$ cat src/rtl/cpu_types_pkg.sv
// Shared CPU types: datapath widths and the writeback state encoding
// used by the writeback unit, the hazard unit and the benches.
package cpu_types_pkg;

  localparam int unsigned WORD_W = 32;
  localparam int unsigned REG_W  = 5;

  typedef logic [WORD_W-1:0] word_t;
  typedef logic [REG_W-1:0]  regbits_t;

  typedef enum logic [1:0] {
    IDLE      = 2'd0,
    LOAD_WAIT = 2'd1,
    HALTED    = 2'd2
  } wb_state_t;

endpackage

$ cat src/rtl/writeback_unit.sv
// Register-file write port driver: registers ALU/load results, parks a missed
// load until the data cache hits, exports load-use hazard flags and latches halt.
module writeback_unit #(
  parameter int unsigned WORD_W = 32,
  parameter int unsigned REG_W  = 5
) (
  input  logic              CLK,
  input  logic              nrst,
  input  logic              mem_valid,
  input  logic              mem_regwrite,
  input  logic              mem_is_load,
  input  logic              mem_halt,
  input  logic [REG_W-1:0]  mem_wsel,
  input  logic [WORD_W-1:0] mem_result,
  input  logic [WORD_W-1:0] dmemload,
  input  logic              dhit,
  output logic              wb_ready,
  output logic              WEN,
  output logic [REG_W-1:0]  wsel,
  output logic [WORD_W-1:0] wdat,
  input  logic [REG_W-1:0]  rsel1,
  input  logic [REG_W-1:0]  rsel2,
  output logic              pend_hit1,
  output logic              pend_hit2,
  output logic              halted
);

  import cpu_types_pkg::*;

  wb_state_t         state, state_n;
  logic [REG_W-1:0]  pend_sel, pend_sel_n;
  logic              pend_we, pend_we_n;
  logic              wen_n;
  logic [REG_W-1:0]  wsel_n;
  logic [WORD_W-1:0] wdat_n;
  logic              pend_live;

  always_ff @(posedge CLK) begin
    if (!nrst) state <= IDLE;
    else       state <= state_n;
  end

  always_comb begin
    state_n = state;
    case (state)
      IDLE: begin
        if (mem_valid) begin
          if (mem_is_load && !dhit) state_n = LOAD_WAIT;
          else if (mem_halt)        state_n = HALTED;
        end
      end
      LOAD_WAIT: if (dhit) state_n = IDLE;
      HALTED:    state_n = HALTED;
      default:   state_n = IDLE;
    endcase
  end

  // Next write-port / pending values plus the state-decoded flags.
  always_comb begin
    wen_n      = 1'b0;
    wsel_n     = wsel;
    wdat_n     = wdat;
    pend_sel_n = pend_sel;
    pend_we_n  = pend_we;
    wb_ready   = 1'b0;
    halted     = 1'b0;
    pend_hit1  = 1'b0;
    pend_hit2  = 1'b0;
    pend_live  = pend_we && (pend_sel != '0);
    case (state)
      IDLE: begin
        wb_ready = 1'b1;
        if (mem_valid) begin
          if (mem_is_load && !dhit) begin
            pend_sel_n = mem_wsel;
            pend_we_n  = mem_regwrite;
          end else begin
            wen_n  = mem_regwrite && (mem_wsel != '0);
            wsel_n = mem_wsel;
            wdat_n = mem_is_load ? dmemload : mem_result;
          end
        end
      end
      LOAD_WAIT: begin
        pend_hit1 = pend_live && (rsel1 == pend_sel);
        pend_hit2 = pend_live && (rsel2 == pend_sel);
        if (dhit) begin
          wen_n  = pend_live;
          wsel_n = pend_sel;
          wdat_n = dmemload;
        end
      end
      HALTED:  halted = 1'b1;
      default: ;
    endcase
  end

  always_ff @(posedge CLK) begin
    if (!nrst) begin
      WEN      <= 1'b0;
      wsel     <= '0;
      wdat     <= '0;
      pend_sel <= '0;
      pend_we  <= 1'b0;
    end else begin
      WEN      <= wen_n;
      wsel     <= wsel_n;
      wdat     <= wdat_n;
      pend_sel <= pend_sel_n;
      pend_we  <= pend_we_n;
    end
  end

endmodule

$ cat config.mk
export PLATFORM = sky130hd
export DESIGN_NAME = writeback_unit
export DESIGN_NICKNAME = d
export VERILOG_FILES = /design/src/rtl/cpu_types_pkg.sv /design/src/rtl/writeback_unit.sv
export SDC_FILE = /design/constraint.sdc
export NUM_CORES = 1
export LEC_CHECK = 0
export ABC_AREA = 1
export BUFFER_PORTS_ARGS = -buffer_cell sky130_fd_sc_hd__buf_4
export CORE_MARGIN = 5
export CORE_UTILIZATION = 51
export CTS_BUF_LIST = sky130_fd_sc_hd__clkbuf_16
export DETAILED_ROUTE_END_ITERATION = 6
export PLACE_DENSITY = 0.86
export SLEW_MARGIN = 40
export SYNTH_ARGS = -nofsm -noshare
export SYNTH_HDL_FRONTEND = slang
export SYNTH_SLANG_ARGS = --single-unit
$ cat constraint.sdc
create_clock -name CLK -period 2.1 [get_ports CLK]
set_input_delay 0.105 -clock CLK [delete_from_list [all_inputs] [get_ports CLK]]
set_output_delay 0.105 -clock CLK [all_outputs]
set_load 0.005 [all_outputs]
==> flow_summary.json <==
{
  "worst_setup_path_end_kind": "output pin",
  "vias": 3332,
  "setup_tns_ps": 0,
  "cts_sinks": 46,
  "status": "complete, no violations",
  "grt_pass1_vias": 3127,
  "cp.arrival_ps": 1430,
  "cts.path.max_buffers": 2,
  "dp_slack_ps": 701,
  "port_buffers": 127,
  "seq_area_frac_synth": 0.323,
  "syn_area_per_cell_um2": 5.52,
  "cts_made_buffers": 5,
  "dpl.hpwl_um": 6000,
  "synth_cells": 516,
  "hold_path_class": "primary input to flop",
  "clk_latency_ps": 280,
  "tightest_slew_ps": 442,
  "initial_core_util": 0.521,
  "vias_per_cell": 4.77,
  "post_route_cells_drive_above_1_share": 0.227,
  "p_leak_nw": 2.26,
  "num-nets-final": 711,
  "fmax_ghz": 0.652,
  "max-vdd-ir-drop_uv": 399,
  "core_area_um2": 5470,
  "power_mw": 2.54,
  "grt_max_degree": 75,
  "required_ps": 2000,
  "cts_hold_buf": 0,
  "gp_congestion": 0.941,
  "drt-wirelength-per-cell_um": 11.5,
  "maxSlewViolCount": 0,
  "syn-num-nets": 602,
  "worstSetupPathType": "flop to output pin",
  "cts_tree": "done",
  "fillCellCount": 504,
  "drtIter0Drc": 199,
  "grt_setup_unrepaired": "false",
  "final_common_cell": "nand2_1",
  "cts_resized": 0,
  "setup_viol": 0,
  "crit_path_start_kind": "flop",
  "antenna_found_initial": 0,
  "period_needed_ps": 1530,
  "grt.overflow.total": 0,
  "htreeDepth": 2,
  "grt_pass1_wl_um": 13500,
  "die_w_um": 84.8,
  "drv_cap": 0,
  "firstDrtPassIters": 5,
  "die_h_um": 84.8,
  "drc": 0,
  "fp-row-count": 27,
  "relSlewSlack": 0.705,
  "post-route-period-util": 0.731,
  "p_per_area_nw_per_um2": 646,
  "yosysWarnings": 0,
  "synth_cell_types": 19,
  "post_cts_buffers": 0,
  "io-pin-count": 128,
  "ys_seq_elements": 46,
  "fin_ws_ps": 566,
  "antennaDiodeCount": 0,
  "critPathMaxFanout": 13,
  "gr-usage-all-layers": 0.223,
  "mostFrequentLayoutCells": "nand2_1 (193), buf_4 (129), nor2_1 (119), inv_1 (53), dfxtp_1 (46)",
  "wirelength_um": 8020,
  "die_area_um2": 7180,
  "drtAntennaViolNets": 0,
  "hold_viol": 0,
  "area_delta_synth_final_pct": 37.8,
  "clk_pin_slew_ps": 60,
  "clock_skew_ps": 6.78,
  "syn_area_um2": 2850,
  "cts_root_buf": "clkbuf_16"
}
==> final cells by class <==
cell class                 instances  area, µm²  share of cell area
sequential                        46        921               0.234
tap                               72       90.1              0.0229
clock buffer                       5        125              0.0319
multi-input combinational        385       1560               0.398
timing repair buffer             131       1010               0.257
clock inverter                     3       11.3             0.00287
inverter                          56        210              0.0535
==> cells by family (layout without fill, tap and decap cells) <==
| family | count (synthesis) | in the layout | share of synthesized area |
|---|---|---|---|
| and+or+nand+nor | 326 | 326 | 0.438 |
| buffers and inverters | 85 | 195 | 0.132 |
| AOI/OAI and AO/OA | 56 | 56 | 0.0983 |
| DFF | 46 | 46 | 0.323 |
| xor gates and xnor gates | 3 | 3 | 0.00922 |
==> power breakdown <==
part	leakage [nW]	total (mW)	switching (mW)	internal, mW
Sequential	0.380	1.04	0.0631	0.978
Combinational	1.82	0.760	0.382	0.378
Clock	0.0663	0.735	0.307	0.428
==> final timing paths <==
kind	endpoint	start	slack, ps	cells after the start
worst max-delay path	pend_hit2	state[0]	570	5
worst min-delay path	pend_we	mem_regwrite	130	3
worst max register to register	wdat[22]	state[1]	670	8
worst min register to register	pend_we	pend_we	470	2
==> per-layer routing <==
metal | track usage | wire (µm) | up-vias
met5 | 0 | 0 | -
met4 | 0.0734 | 162 | 0
met3 | 0.0648 | 600 | 14
met2 | 0.404 | 4040 | 117
met1 | 0.248 | 3230 | 1443
li1 | - | - | 1758
==> critical path, stage by stage, from the launching register on <==
cell	delay, ps
dfxtp_1	400
nand2_2	200
nor3b_1	230
nand3_1	90
nor2_1	100
buf_4	120
==> per-stage QoR <==
stage	util	instances	hold slack [ps]	instance area, µm²
after floorplan	-	516	296	2850
after global placement	0.693	690	399	3790
after detailed placement	0.693	690	408	3790
after CTS	0.718	698	119	3930
after global routing	0.718	698	149	3930
final	0.718	698	126	3930
==> flip-flops by register name (all words and copies together) (netlist names) <==
| name | cells |
|---|---|
| wdat | 32 |
| pend_sel | 5 |
| wsel | 5 |
| state | 2 |
| WEN | 1 |
| pend_we | 1 |
==> cell usage after synthesis <==
master    number  area, µm²
a21oi_1       40        200
xnor2_1        1       8.76
nor2_1       119        447
nor2_2         2       12.5
buf_6          4       45.0
buf_1          2       7.51
inv_1         53        199
nand3_1        5       25.0
clkbuf_1      10       37.5
xor2_1         2       17.5
inv_2          3       11.3
nor3_1         3       15.0
buf_2          9       45.0
o21ai_0       16       80.1
nand2_1      194        728
nor3b_1        1       7.51
nand4_1        2       12.5
dfxtp_1       46        921
buf_4          4       30.0
(Power assumes the default switching activity.)
